--- src/rtl/mudi_pkg.sv ---
// Shared types and helpers for the HI/LO multiply-divide issue path.
// Latency: none (types, constants and pure functions only).
// Backpressure: none; consumers apply the stall rules.
package mudi_pkg;

   // HI/LO op encoding as carried down the pipe and onto the unit interface
   typedef enum logic [2:0] {
      OP_MULT  = 3'd0,
      OP_MULTU = 3'd1,
      OP_DIV   = 3'd2,
      OP_DIVU  = 3'd3,
      OP_MTHI  = 3'd4,
      OP_MTLO  = 3'd5,
      OP_MFHI  = 3'd6,
      OP_MFLO  = 3'd7
   } hilo_op_t;

   // Which kind of multi-cycle operation the shadow counter is tracking
   typedef enum logic [1:0] {
      ST_IDLE = 2'd0,
      ST_MUL  = 2'd1,
      ST_DIV  = 2'd2
   } mudi_state_t;

   localparam int DEF_MUL_LAT = 5;
   localparam int DEF_DIV_LAT = 10;

   // Ops that occupy the unit for several cycles
   function automatic logic OP_IS_MULDIV(input hilo_op_t op);
      return (op <= OP_DIVU);
   endfunction

   // Single-cycle HI/LO writes, started but never keeping the unit busy
   function automatic logic OP_IS_MT(input hilo_op_t op);
      return (op == OP_MTHI) || (op == OP_MTLO);
   endfunction

endpackage

--- src/rtl/mudi_shadow_cnt.sv ---
// Shadow busy counter, op-kind state machine and sticky busy-mismatch flag.
// Latency: counter/state/flag all update one clock after the start or check.
// Backpressure: none; the counter value drives the stall decode in the parent.
module mudi_shadow_cnt
   import mudi_pkg::*;
#(
   parameter int MUL_LAT = DEF_MUL_LAT,
   parameter int DIV_LAT = DEF_DIV_LAT,
   parameter int CNT_W   = 4
) (
   input  logic             clk,
   input  logic             reset,
   input  logic             intReq,
   input  logic             start,
   input  hilo_op_t         op,
   input  logic             busy,
   output logic [CNT_W-1:0] cnt,
   output mudi_state_t      state,
   output logic             busyErr
);

   localparam logic [CNT_W-1:0] MUL_LOAD = CNT_W'(MUL_LAT);
   localparam logic [CNT_W-1:0] DIV_LOAD = CNT_W'(DIV_LAT);
   localparam logic [CNT_W-1:0] ONE      = CNT_W'(1);

   // Counter and state: an interrupt lets the count drain but parks it at 1,
   // so the D-stage stall keeps holding until the interrupt window closes.
   always_ff @(posedge clk) begin
      if (reset) begin
         cnt   <= '0;
         state <= ST_IDLE;
      end else if (intReq) begin
         if (cnt > ONE) begin
            cnt <= cnt - ONE;
         end
      end else if (start && OP_IS_MULDIV(op)) begin
         if ((op == OP_MULT) || (op == OP_MULTU)) begin
            cnt   <= MUL_LOAD;
            state <= ST_MUL;
         end else begin
            cnt   <= DIV_LOAD;
            state <= ST_DIV;
         end
      end else if (cnt != '0) begin
         cnt <= cnt - ONE;
         if (cnt == ONE) begin
            state <= ST_IDLE;
         end
      end
   end

   // Sticky flag: the unit's busy must mirror the shadow count every cycle
   always_ff @(posedge clk) begin
      if (reset) begin
         busyErr <= 1'b0;
      end else if ((cnt != '0) != busy) begin
         busyErr <= 1'b1;
      end
   end

endmodule

--- src/rtl/mudi_issue_ctrl.sv ---
// E-stage issue control for the HI/LO unit: start decode, operand drive, D-stage stall.
// Latency: start/stall/operands combinational; shadow count and busyErr registered.
// Backpressure: D_stall holds a D-stage HI/LO op until the shadow count drains. Optional stats: MUDI_STATS_EN.
module mudi_issue_ctrl
   import mudi_pkg::*;
#(
   parameter int MUL_LAT = DEF_MUL_LAT,
   parameter int DIV_LAT = DEF_DIV_LAT,
   parameter int CNT_W   = 4
) (
   input  logic        clk,
   input  logic        reset,
   input  logic        intReq,
   input  logic        E_valid,
   input  hilo_op_t    E_hiloOp,
   input  logic [31:0] E_rs,
   input  logic [31:0] E_rt,
   input  logic        D_isHilo,
   input  logic        MUDI_isBusy,
   output logic        E_isStart,
   output hilo_op_t    MUDI_mudiOp,
   output logic [31:0] MUDI_src1,
   output logic [31:0] MUDI_src2,
   output logic        D_stall,
   output logic        busyErr
`ifdef MUDI_STATS_EN
   ,
   output logic [31:0] statStall,
   output logic [31:0] statOps
`endif
);

   logic [CNT_W-1:0] cnt;
   mudi_state_t      state;

   // A start is only legal into an idle unit and never for a squashed op;
   // mfhi/mflo read HI/LO directly and never start the unit.
   assign E_isStart = E_valid
                    & (OP_IS_MULDIV(E_hiloOp) | OP_IS_MT(E_hiloOp))
                    & ~intReq
                    & (cnt == '0);

   // Any D-stage HI/LO op waits while the unit is busy or about to become busy;
   // an mthi/mtlo in E completes in one cycle and needs no stall.
   assign D_stall = D_isHilo & ((cnt != '0) | (E_isStart & OP_IS_MULDIV(E_hiloOp)));

   assign MUDI_mudiOp = E_hiloOp;
   assign MUDI_src1   = E_rs;
   assign MUDI_src2   = E_rt;

   mudi_shadow_cnt #(
      .MUL_LAT (MUL_LAT),
      .DIV_LAT (DIV_LAT),
      .CNT_W   (CNT_W)
   ) u_cnt (
      .clk     (clk),
      .reset   (reset),
      .intReq  (intReq),
      .start   (E_isStart),
      .op      (E_hiloOp),
      .busy    (MUDI_isBusy),
      .cnt     (cnt),
      .state   (state),
      .busyErr (busyErr)
   );

`ifdef MUDI_STATS_EN
   // Wrapping event counters for stall cycles and issued starts
   always_ff @(posedge clk) begin
      if (reset) begin
         statStall <= '0;
         statOps   <= '0;
      end else begin
         if (D_stall) begin
            statStall <= statStall + 32'd1;
         end
         if (E_isStart) begin
            statOps <= statOps + 32'd1;
         end
      end
   end
`endif

endmodule

--- config.mk ---
export PLATFORM = sky130hd
export DESIGN_NAME = mudi_issue_ctrl
export DESIGN_NICKNAME = d
export VERILOG_FILES = /design/src/rtl/mudi_pkg.sv /design/src/rtl/mudi_shadow_cnt.sv /design/src/rtl/mudi_issue_ctrl.sv
export SDC_FILE = /design/constraint.sdc
export NUM_CORES = 1
export LEC_CHECK = 0
export ABC_CLOCK_PERIOD_IN_PS = 2400
export CAP_MARGIN = 30
export CORE_AREA = 3 3 54 56
export CTS_CLUSTER_SIZE = 8
export DETAILED_ROUTE_END_ITERATION = 7
export DIE_AREA = 0 0 57 59
export DONT_BUFFER_PORTS = 1
export MAX_ROUTING_LAYER = met4
export PLACE_DENSITY = 0.57
export SLEW_MARGIN = 20
export SYNTH_ARGS = -nofsm -noshare
export SYNTH_HDL_FRONTEND = slang
export SYNTH_HIERARCHICAL = 1
export SYNTH_SLANG_ARGS = --single-unit
--- constraint.sdc ---
create_clock -name clk -period 2.4 [get_ports clk]
set_input_delay 0.48 -clock clk [delete_from_list [all_inputs] [get_ports clk]]
set_output_delay 0.48 -clock clk [all_outputs]
set_load 0.1 [all_outputs]
Word-level counts from Yosys, hierarchy flattened
Cells that the tools add are included.
{ "totals": {"ff_bits": 5, "input_bits": 73, "output_inout_bits": 70, "elab_cells": 31} }
{ "classes": {"addsub": 1, "order_cmp": 2, "n_eq_ne": 5, "n_mux": 5, "n_bitwise": 8, "reduce_logical": 8} }
{ "ops": {"columns": ["operator", "n"], "rows": [
  ["$mux 4", 5],
  ["$eq 3x3->1 const B", 2],
  ["$and 1x1->1", 5],
  ["$gt 4x1->1 const B", 1],
  ["$logic_not 4->1", 1],
  ["$reduce_bool 4->1", 1],
  ["$sub 4x1->4 const B", 1],
  ["$eq 3x1->1 const B", 1],
  ["$le 3x2->1 const B", 1],
  ["$logic_not 3->1", 1],
  ["$reduce_bool 3->1", 1],
  ["$logic_or 1x1->1", 2],
  ["$ne 2x1->1 const B", 1],
  ["$or 1x1->1", 2],
  ["$reduce_and 2->1", 1],
  ["$logic_and 1x1->1", 1],
  ["$ne 1x1->1", 1],
  ["$not 1->1", 1]
]} }

Depth between registers and ports, before layout
Gate-level depths: netlist (run 1).
{ "depth": {"depth_word": 9, "mapped_depth": 5, "ltp_nobuf": 5} }

Modules after synthesis
Netlist (run 1), hierarchy kept.
{ "by_module_without_submodules": {"columns": ["module", "n_inst", "cells_each", "area_per_inst_um2"], "rows": [
  ["mudi_issue_ctrl", 1, 72, 560.5],
  ["mudi_shadow_cnt", 1, 43, 400.4]
]} }

Worst setup path before layout (run 1)
OpenSTA, ideal clock, no wires.
{ "synth_timing": {"kind": "register to register", "from": "register u_cnt.cnt[0]", "to": "register u_cnt.cnt[0]", "arrival_ns": 2.907, "slack_ns": -0.629, "path_stages_with_launch": 6, "path_buffers": 0, "cell_sequence": "dfxtp_1 > or4_4 > a2111oi_4 > nor3b_2 > o21ai_1 > a311o_1"} }
{ "synth_between": {"elab_chain_cells": 5} }
{ "synth_lines": {"columns": ["element", "line_no", "text"], "rows": [
  ["from (decl)", "mudi_shadow_cnt.sv:17", "output logic [CNT_W-1:0] cnt,"],
  ["from (signal assigned)", "mudi_shadow_cnt.sv:34", "cnt <= cnt - ONE;"],
  ["from (signal assigned)", "mudi_shadow_cnt.sv:45", "cnt <= cnt - ONE;"],
  ["$logic_not 4->1 *", "mudi_issue_ctrl.sv:41", "& (cnt == '0);"],
  ["$and 1x1->1 *", "mudi_issue_ctrl.sv:41", null],
  ["via E_isStart", "mudi_issue_ctrl.sv:20", "output logic E_isStart,"],
  ["$logic_and 1x1->1 *", "mudi_shadow_cnt.sv:36", "end else if (start && OP_IS_MULDIV(op)) begin"],
  ["$reduce_bool 3->1 (no source line) / $mux 4 (equally long branches)", null, null],
  ["$reduce_and 2->1 (no source line) / $mux 4 (equally long branches)", null, null]
]} }
The timed path passes the listed nets; every way through them passes the cells marked *. The select of a mux whose other input is x is not followed.
A chain may end at the register's enable or synchronous reset.

Worst setup path in the final report (run 1)
{ "layout_timing": {"from": "register u_cnt.cnt[0]", "to": "output port E_isStart"} }
{ "layout_between": {"elab_chain_cells": 2} }
{ "layout_lines": {"columns": ["element", "line_no"], "rows": [
  ["$logic_not 4->1", "mudi_issue_ctrl.sv:41"],
  ["$and 1x1->1", "mudi_issue_ctrl.sv:41"],
  ["to (decl)", "mudi_issue_ctrl.sv:20"]
]} }
No other way between the ends.

==> results of run 1 <==
## registers in the layout, summed over array words and instances, names as in the netlist
register and flops:
u_cnt/cnt 4, u_cnt/busyErr 1
## how the worst max path moves through the flow
stage                     slack (ps)                         to                       from  cells after the start
after global placement           340  u_cnt/cnt[0]$_SDFFE_PP0P_  u_cnt/cnt[1]$_SDFFE_PP0P_                      5
final                            230                  E_isStart  u_cnt/cnt[0]$_SDFFE_PP0P_                      4
after floorplan                 -620  u_cnt/cnt[0]$_SDFFE_PP0P_  u_cnt/cnt[1]$_SDFFE_PP0P_                      5
after detailed placement         310  u_cnt/cnt[0]$_SDFFE_PP0P_  u_cnt/cnt[1]$_SDFFE_PP0P_                      5
after global routing             140                  E_isStart  u_cnt/cnt[0]$_SDFFE_PP0P_                      4
after CTS                        210                  E_isStart  u_cnt/cnt[1]$_SDFFE_PP0P_                      4
## routing by layer
metal / GRT usage [%] / share of wire, % / wire length [um]
met5: - / 0 / 0
met4: 13.2 / 9.0 / 122
met3: 4.14 / 15 / 210
met2: 12.7 / 52 / 707
met1: 5.28 / 23 / 318
## stage by stage
stage | hold slack (ps) | util, % | setup WS, ps
2_1_floorplan | 453 | - | -622
3_3_place_gp | 453 | 19.6 | 338
3_5_place_dp | 455 | 19.6 | 308
4_1_cts | 345 | 20.7 | 208
5_1_grt | 341 | 20.7 | 145
6_report | 354 | 20.7 | 225
## critical path: cells and delay by family (launching register included)
kind                   cells  cell delay, ps
AOI/OAI and AO/OA          1             220
buffers and inverters      2             360
DFF                        1             340
and+or+nand+nor            1             540
## power groups by stage
stage	combinational [uW]	clock, uW	sequential (uW)
after floorplan	818	0	197
final	440	93.1	147
after detailed placement	442	0	148
after CTS	443	99.3	147
after global placement	437	0	145
after global routing	472	106	152
## cell usage in the layout, fill, tap and decap left out, types with 2 or more instances in the layout
cell type  count
o21a_1         2
clkbuf_4       3
nand2_1        3
ha_1           2
buf_4          5
dfxtp_1        3
nor2_1         2
inv_1          6
dfxtp_2        2
## final cells by class
| type | count | share of cell area [%] |
|---|---|---|
| Sequential cell | 5 | 20.0 |
| Clock buffer | 4 | 5.12 |
| Timing Repair Buffer | 6 | 12.7 |
| Tap cell | 30 | 7.32 |
| Multi-Input combinational cell | 30 | 50.5 |
| Inverter | 6 | 4.39 |
==> impl_summary.md, run 1 <==
Outcome
The run finished with clean final reports.

CTS
The root buffer cell is clkbuf_4. The later pin in the worst-skew pair is clocked with a latency of approximately 230 ps. CTS saw 5 sinks. Gates resized during post-CTS repair numbered 0.

The number of hold buffers added after CTS is 0. Post-CTS timing repair inserted 0 buffers for setup. TritonCTS built the clock tree. The number of buffers created by CTS is 3. The clock-pin slew on the worst setup and hold paths is approximately 40 ps. The maximum clock insertion buffer count is 2. The maximum level of the CTS H-tree is 1.

Yosys
The mean instance size in the synthesized netlist is between 8 and 9 um2. The number of warnings issued by yosys is 6. After synthesis the cells add up to 885 um2. Synthesis produced a netlist with a net count of between 150 and 200. Synthesis handed over a netlist of between 100 and 150 instances.

Worst setup path
STA classifies the critical path startpoint as a register. In this run the worst path has a maximum fanout of 6. Data arrives at the worst endpoint at around 1700 ps. The class of the most critical setup path is register to output port. The critical path goes through or4_4 -> a2111oi_4 -> buf_4 -> buf_16. The worst path required time is 1920 ps. The worst flop-to-flop path startpoint is u_cnt/cnt[0]$_SDFFE_PP0P_. The endpoint type of the worst setup path is an output port. In this run the register-to-register setup slack is between 300 and 400 ps.

The number of cells on the worst reg-to-reg path is 5. The delay of the slowest critical-path stage is roughly 540 ps. The capturing point of the worst reg2reg path is u_cnt/cnt[0]$_SDFFE_PP0P_.

The slowest stage of the critical path belongs to the cell or4_4.

Pwr
The portion of total power attributed to combinational logic is 64.7%. The switching share of power is between 40 and 50%. Dividing total power by cell area gives a power density of 1330 nW/um2. For this design the static power due to leakage is ~0.00019 uW. Of the total power, the clock network draws about 14%. The maximum vdd ir drop is approximately 0.25 mV. The internal cell power is between 300 and 400 uW.

Sequential cells account for around 22% of the total power. Total power for the finished layout comes to 680 uW. Summed over all nets, the switching power comes to between 300 and 400 uW.

Route
After detailed routing, the total wire length is 1360 um. The number of vias per cell is between 5 and 6. Across all layers, the routed design uses 410 vias. The length of the first detailed-routing pass in iterations is 4. The detailed router finished its first iteration with 8 violations. The remaining design rule violation count is 0. In the final routed layout, each cell accounts on average for around 17 um.

The number of nets still failing antenna checks after routing is 0.

STA
The number of hold violations in the final report came to 0. The count of final max-slew check failures was 0. The total negative slack is 0 ps. Setup violations remaining at the end of the flow were counted as 0. For the final database, setup skew stands at 1.05 ps. The share of the clock period used by the worst path is roughly nine tenths. Timing would allow up to 0.460 GHz. Setup repair after global routing left no endpoint under its margin. Headroom to the max-slew limit came out at 82.2%. The routed design could run at a clock period as short as ~2200 ps.

At the pin with the least slew margin, the transition time is between 200 and 300 ps.

Placement
Input and output buffers added on the ports amount to 0. After detailed placement, the total cell area comes to between 400 and 500 um2. Including well taps, the total number of placed cells is 77. The congestion estimate from routability-driven global placement came to ~0.90. The HPWL reported at the end of detailed placement is approximately 1100 um.

Die
Row generation in the floorplan step produced 18 rows. In this run the count of I/O pins placed on the die edge is 143. Once the floorplan was initialized, standard cells occupied approximately 36% of the core. The total area inside the core boundary comes to 2480 um2.

The die footprint is between 3000 and 4000 um2. The floorplan step set the die width to 57 um. The vertical die dimension is approximately 59 um.

Final layout
The area growth from synthesis to layout is -42.0%. Registers take 103 um2. The finished cells cover about 500 um2. The net count of the finished layout is approximately 130. The repair_antennas step left the layout with diodes totalling 0. In the final layout, the multi-input gates occupy 259 um2. Excluding fillers, the count of instances in the completed layout stands at just over 80. The share of final-layout standard cells stronger than drive strength 1 is between 30% and 40%. The layout has 280 filler cells.

Min path
The worst hold path belongs to the class primary input to register. The worst hold path begins at E_hiloOp[1]. For hold timing, the worst endpoint is u_cnt/cnt[2]$_SDFFE_PP0P_.

The instance count along the most critical hold path is 1.

GRT
The number of antenna violations at the first check in global routing is 0. The number of global-route vias before repair is roughly 480. The total global routing track utilization is under 10%. The first global-routing pass estimated around 2100 um of wire.

Summed over all layers, the global routing overflow is 0. Entering global routing, the biggest net connects 7 pins.

Flow run
The max-cap violation count is 0.
(Power assumes the default switching activity.)
==> run 2: changes to the inputs <==
- CTS_BUF_LIST: default -> sky130_fd_sc_hd__clkbuf_4 sky130_fd_sc_hd__clkbuf_8 sky130_fd_sc_hd__clkbuf_16
==> impl_summary.md, run 2 (same netlist as run 1, synthesis figures left out) <==
Outcome
The run finished with clean final reports.

CTS
The maximum clock insertion buffer count is 2. The source-to-sink clock delay at the later pin of the worst-skew pair is 240 ps. The clock-pin slew on the worst setup and hold paths is around 40 ps.

The number of setup buffers added after CTS is 0. The maximum level of the CTS H-tree is 1. The number of hold buffers added after CTS is 0. Gates resized during post-CTS repair numbered 0. In this run, CTS created clock tree buffers numbering 3.

TritonCTS built the clock tree. The root buffer cell is clkbuf_4. The number of sinks on the clock net is 5.

Final layout
In the layout the commonest cells are inv_1, buf_4, clkbuf_4. The finished layout holds 81 standard cells, fillers aside. The flip-flop count of the largest register, all copies and words added is 4. The register with the most flip-flops in the final layout is u_cnt/cnt. The net count of the finished layout is 127. The area growth from synthesis to layout is -41.6%. In the final layout, the registers with the most flip-flops are u_cnt/cnt: 4 flops, u_cnt/busyErr: 1 flops. The register area is 103 um2. The most common library cell in the layout ignoring fill and taps is inv_1. The antenna diode count is 0.

The area used by multi-input combinational logic is 259 um2. The filler cells instantiated in the layout total between 200 and 300. The share of final-layout standard cells stronger than drive strength 1 is 33.3%.

Pwr
The static leakage is between 0.00015 and 0.0002 uW. The power density over the cells is ~1300 nW/um2. IR analysis of the VDD net gives a maximum drop of around 0.25 mV.

STA
In the finished design, the share of the clock period the worst path needs comes to about 91%. Static timing analysis puts the maximum clock frequency at roughly 0.46 GHz. The measured slew at the worst slew-check pin is around 270 ps. The count of final max-slew check failures was 0. On the final layout, the worst clock skew is between 1 and 1.5 ps. The minimum period implied by the final worst setup slack is about 2200 ps. The final worst setup slack is ~220 ps. The final setup violation count is 0. The number of hold violations in the final report is 0. Setup repair after global routing left no endpoint under its margin. Headroom to the max-slew limit came out at between 80% and 90%. The worst hold slack is 353 ps.

Placement
The post-placement cell count is between 70 and 80. Prior to clock tree synthesis, the placed netlist has a worst setup slack of 308 ps. The congestion estimate from routability-driven global placement came to approximately 0.90. After legalization and detailed placement, the total HPWL measured around 1100 um. The number of buffers inserted by port buffering is 0.

GRT
The pin count of the biggest net entering global routing is 7. The number of antenna violations at the first check in global routing was 0. The number of global-route vias before repair is approximately 480. The first global-routing pass estimated between 2000 and 2500 um of wire.

The total global routing overflow is 0. The total global routing track utilization is under 10%.

Worst setup path
In this run the worst path has a maximum fanout of 6. The most critical setup path has its endpoint at E_isStart. STA classifies the critical path startpoint as a register. The capturing point of the worst reg2reg path is u_cnt/cnt[0]$_SDFFE_PP0P_. Data arrives at the worst endpoint at around 1700 ps.

The worst flop-to-flop path startpoint is u_cnt/cnt[0]$_SDFFE_PP0P_. Data on the critical path is required at its endpoint by 1920 ps. The worst reg-to-reg setup slack is slightly above 300 ps.

The most critical setup path has its startpoint at u_cnt/cnt[0]$_SDFFE_PP0P_. The worst setup path is of the register to output port kind. The worst setup path is captured at an output port. Measured in cells, the most critical reg-to-reg path has a length of 5.

Flow run
Max-cap violations in this run came to 0.

Min path
The worst hold path belongs to the class primary input to register. Along the worst hold path, the cell count comes to 1.

Route
The number of nets still failing antenna checks after routing is 0. Dividing the detail-routed via count by the number of cells gives 5.12. Dividing the detail-routed wire length by the instance count gives around 17 um. The aggregate routed wire length is around 1400 um. The length of the first detailed-routing pass in iterations is 4. The number of design-rule violations left by the first detailed-router iteration is 8. The final route contains 415 vias.

The remaining design rule violation count is 0.

Die
The starting density of the core is between 30 and 40%. The die boundary width is between 50 and 60 um. The die is 59 um tall.

During I/O placement, the number of pins put on the boundary was approximately 140. The floorplan has 18 rows. The core region is ~2500 um2. The die footprint is 3360 um2.
-- run 2: stage by stage --
| step | instance area [um2] | TNS (ps) | util, % | power (uW) |
|---|---|---|---|---|
| after floorplan | 887 | -1740 | - | 1020 |
| after global placement | 487 | 0 | 19.6 | 583 |
| after detailed placement | 487 | 0 | 19.6 | 590 |
| after CTS | 517 | 0 | 20.9 | 701 |
| after global routing | 517 | 0 | 20.9 | 742 |
| final | 517 | 0 | 20.9 | 693 |
-- run 2: layout make-up --
class,instances,area share [%]
Clock buffer,4,5.81
Inverter,6,4.36
Multi-Input combinational cell,30,50.1
Sequential cell,5,19.9
Tap cell,30,7.26
Timing Repair Buffer,6,12.6
-- run 2: worst min path at each step --
stage                                     from                         end  slack, ps
floorplan            u_cnt/cnt[1]$_SDFFE_PP0P_   u_cnt/cnt[1]$_SDFFE_PP0P_        450
global placement    u_cnt/busyErr$_SDFFE_PP0P_  u_cnt/busyErr$_SDFFE_PP0P_        450
detailed placement  u_cnt/busyErr$_SDFFE_PP0P_  u_cnt/busyErr$_SDFFE_PP0P_        450
CTS                                E_hiloOp[1]   u_cnt/cnt[2]$_SDFFE_PP0P_        340
global route                       E_hiloOp[1]   u_cnt/cnt[2]$_SDFFE_PP0P_        340
finish                             E_hiloOp[1]   u_cnt/cnt[2]$_SDFFE_PP0P_        350
-- run 2: metal layers --
metal / wire, um / track usage (%)
met2: 709 / 12.7
met4: 122 / 13.2
met3: 203 / 4.14
met5: 0 / -
met1: 327 / 5.28
-- run 2: report_power, final --
group | internal [uW] | switching (uW)
Combinational | 188 | 253
Sequential | 118 | 28.3
Clock | 73.9 | 30.8
Total | 381 | 312
-- run 2: worst max-delay path, stage by stage (launching register included) --
cell and delay (ps):
dfxtp_2 340, or4_4 530, a2111oi_4 220, buf_4 200, buf_16 160
==> run 3: changes to the inputs <==
- REMOVE_ABC_BUFFERS: default -> 1
==> impl_summary.md, run 3 (same netlist as run 1, synthesis figures left out) <==
CTS
After clock tree synthesis, the clock-pin slew on the worst setup and hold paths is approximately 40 ps. Counting the buffers created by CTS gives 3. Post-CTS repair changed the size of 0 cells. Hold repair after CTS inserted 0 buffers. The maximum clock insertion buffer count is 2.

The maximum level of the CTS H-tree is 1. The number of sinks on the clock net is 5. The root buffer cell is clkbuf_4. Post-CTS timing repair inserted 0 buffers for setup. TritonCTS built the clock tree. The source-to-sink clock delay at the later pin of the worst-skew pair is 250 ps.

STA
For the final database, setup skew stands at 1.76 ps. The number of hold violations in the final report was 0. The share of the clock period used by the worst path is a little over nine tenths.

The final worst setup slack is between 100 and 150 ps. Setup repair after global routing left no endpoint under its margin. The minimum period implied by the final worst setup slack is 2260 ps. Derived from the worst setup path, the maximum achievable clock frequency is approximately 0.44 GHz.

The total negative slack is 0 ps. The count of final max-slew check failures is 0. Final hold analysis gives a worst-case slack of approximately 350 ps.

Setup violations remaining at the end of the flow were counted as 0. The measured slew at the worst slew-check pin is around 310 ps. Measured against its own limit, the worst slew margin works out to around four fifths.

Route
The remaining design rule violation count is 0. After the first detailed-routing iteration, the DRC count stood at 44. The aggregate routed wire length is between 5000 and 6000 um. The first detailed-routing pass ran for 4 iterations.

The number of vias per cell is approximately 6.5. The number of nets still failing antenna checks after routing is 0. The via total after detailed routing is around 500.

In the final routed layout, each cell accounts on average for 72.8 um.

Die
The placeable core region is about 2500 um2. The number of placement rows is 18. The die boundary width is 57 um.

For this configuration, the core starts out at a cell density of about 36%. The die covers ~3400 um2. The die is around 59 um tall. The I/O pin total is 143.

Worst setup path
The worst setup path is launched from a register. Walking the worst path, the cells encountered are or4_4 -> a2111oi_4 -> buf_4. The cell depth of the worst flop-to-flop path is 5.

The total buffers and inverters traversed by the critical path is 1. For this design, the slowest cell found on the critical path is or4_4. The peak fanout along the critical path is 6.

In this run the number of cells on the critical path is 3. In this design, the stage delay of the slowest critical-path cell is roughly 560 ps. The critical path's top delay family is simple AND/OR/NAND/NOR gates.

For the worst setup path, the data required time is 1920 ps. The worst path arrival time is ~1800 ps. The class of the most critical setup path is register to output port. The endpoint type of the worst setup path is an output port.

Placement
The pre-CTS setup slack is roughly 260 ps. At the end of routability-driven placement, the weighted congestion stood at 1.18. The HPWL reported at the end of detailed placement is ~5500 um. During placement, the flow inserted port buffers numbering 0.

GRT
After global routing the overflow that remains totals 0. The global-route track usage on met3 is 53.4%. The wire length of the first global-routing pass is about 7000 um.

The most congested layer reported by global routing is met2. The number of global-route vias before repair is approximately 500. The total global routing track utilization is a little over a third.

The pin count of the biggest net entering global routing is 7. Global routing consumed, on the met1 layer, about 8% of the routing resources. The number of antenna violations at the first check in global routing is 0. For met2 alone, demand over resource in global routing was between 60 and 70%.

Final layout
The library cell used most frequently in the layout, excluding fill and tap cells, is inv_1. Cells fill roughly a fifth of the core in the end. The flip-flop count of the largest register, all copies and words added is 4. The largest registers in the layout are u_cnt/cnt: 4 flops, u_cnt/busyErr: 1 flops. The share of final-layout standard cells stronger than drive strength 1 is about a quarter. The filler cell count is approximately 280.

The area growth from synthesis to layout is -45.8%. The top cell types in the final layout, fill and taps aside, are inv_1, dfxtp_1, clkbuf_4, buf_4, nand2_1. The number of antenna diodes in the final layout is 0. Ranked by flip-flop count, first place goes to u_cnt/cnt. The final layout contains roughly 130 nets.

Pwr
Dividing total power by cell area gives a power density of between 1000 and 1500 nW/um2. The maximum vdd ir drop is 0.874 mV. The design draws just under 700 uW.

The analysis attributes to cell leakage a power of between 0.00015 and 0.0002 uW.

Flow run
The max-cap violation count is 0.

Min path
The instance count along the most critical hold path is 1. The class of the tightest hold or removal check is primary input to register.

Outcome
The run finished with clean final reports.
-- run 3: cell type report --
cell class | count | area, um2 | area share [%]
sequential | 5 | 100 | 20.9
multi-input combinational | 30 | 259 | 54.0
inverter | 6 | 22.5 | 4.70
clock buffer | 4 | 30.0 | 6.27
tap | 30 | 37.5 | 7.83
timing repair buffer | 4 | 30.0 | 6.27
-- run 3: worst register-to-register path, cell delays in order, from the launching register on --
cell and delay [ps]:
dfxtp_1 360, or4_4 560, a2111oi_4 250, or3b_1 410
and4_4 160, a311o_1 310
-- run 3: metal layers --
metal	wire [um]	share of wire, %	vias up
met5	0	0	-
met4	378	6.6	0
met3	1830	32	24
met2	3020	53	124
met1	521	9.1	197
li1	-	-	169
-- run 3: final timing paths --
check / startpoint / end / slack, ps
setup reg to reg: u_cnt/cnt[0]$_SDFFE_PP0P_ / u_cnt/cnt[0]$_SDFFE_PP0P_ / 240
setup / recovery: u_cnt/cnt[0]$_SDFFE_PP0P_ / E_isStart / 140
hold / removal: E_hiloOp[1] / u_cnt/cnt[2]$_SDFFE_PP0P_ / 350
hold reg to reg: u_cnt/busyErr$_SDFFE_PP0P_ / u_cnt/busyErr$_SDFFE_PP0P_ / 480
-- run 3: metrics by stage --
stage | cell area [um2] | std cells
finish | 479 | 79
global route | 479 | 79
detailed placement | 449 | 75
floorplan | 382 | 41
CTS | 479 | 79
global placement | 449 | 75
-- run 3: power by group --
| group | total (uW) | leakage, uW | internal [uW] | switching (uW) |
|---|---|---|---|---|
| registers | 150 | 0.0000414 | 116 | 35.0 |
| clock network | 114 | 0.0000184 | 74.4 | 39.4 |
| logic | 414 | 0.000117 | 164 | 250 |
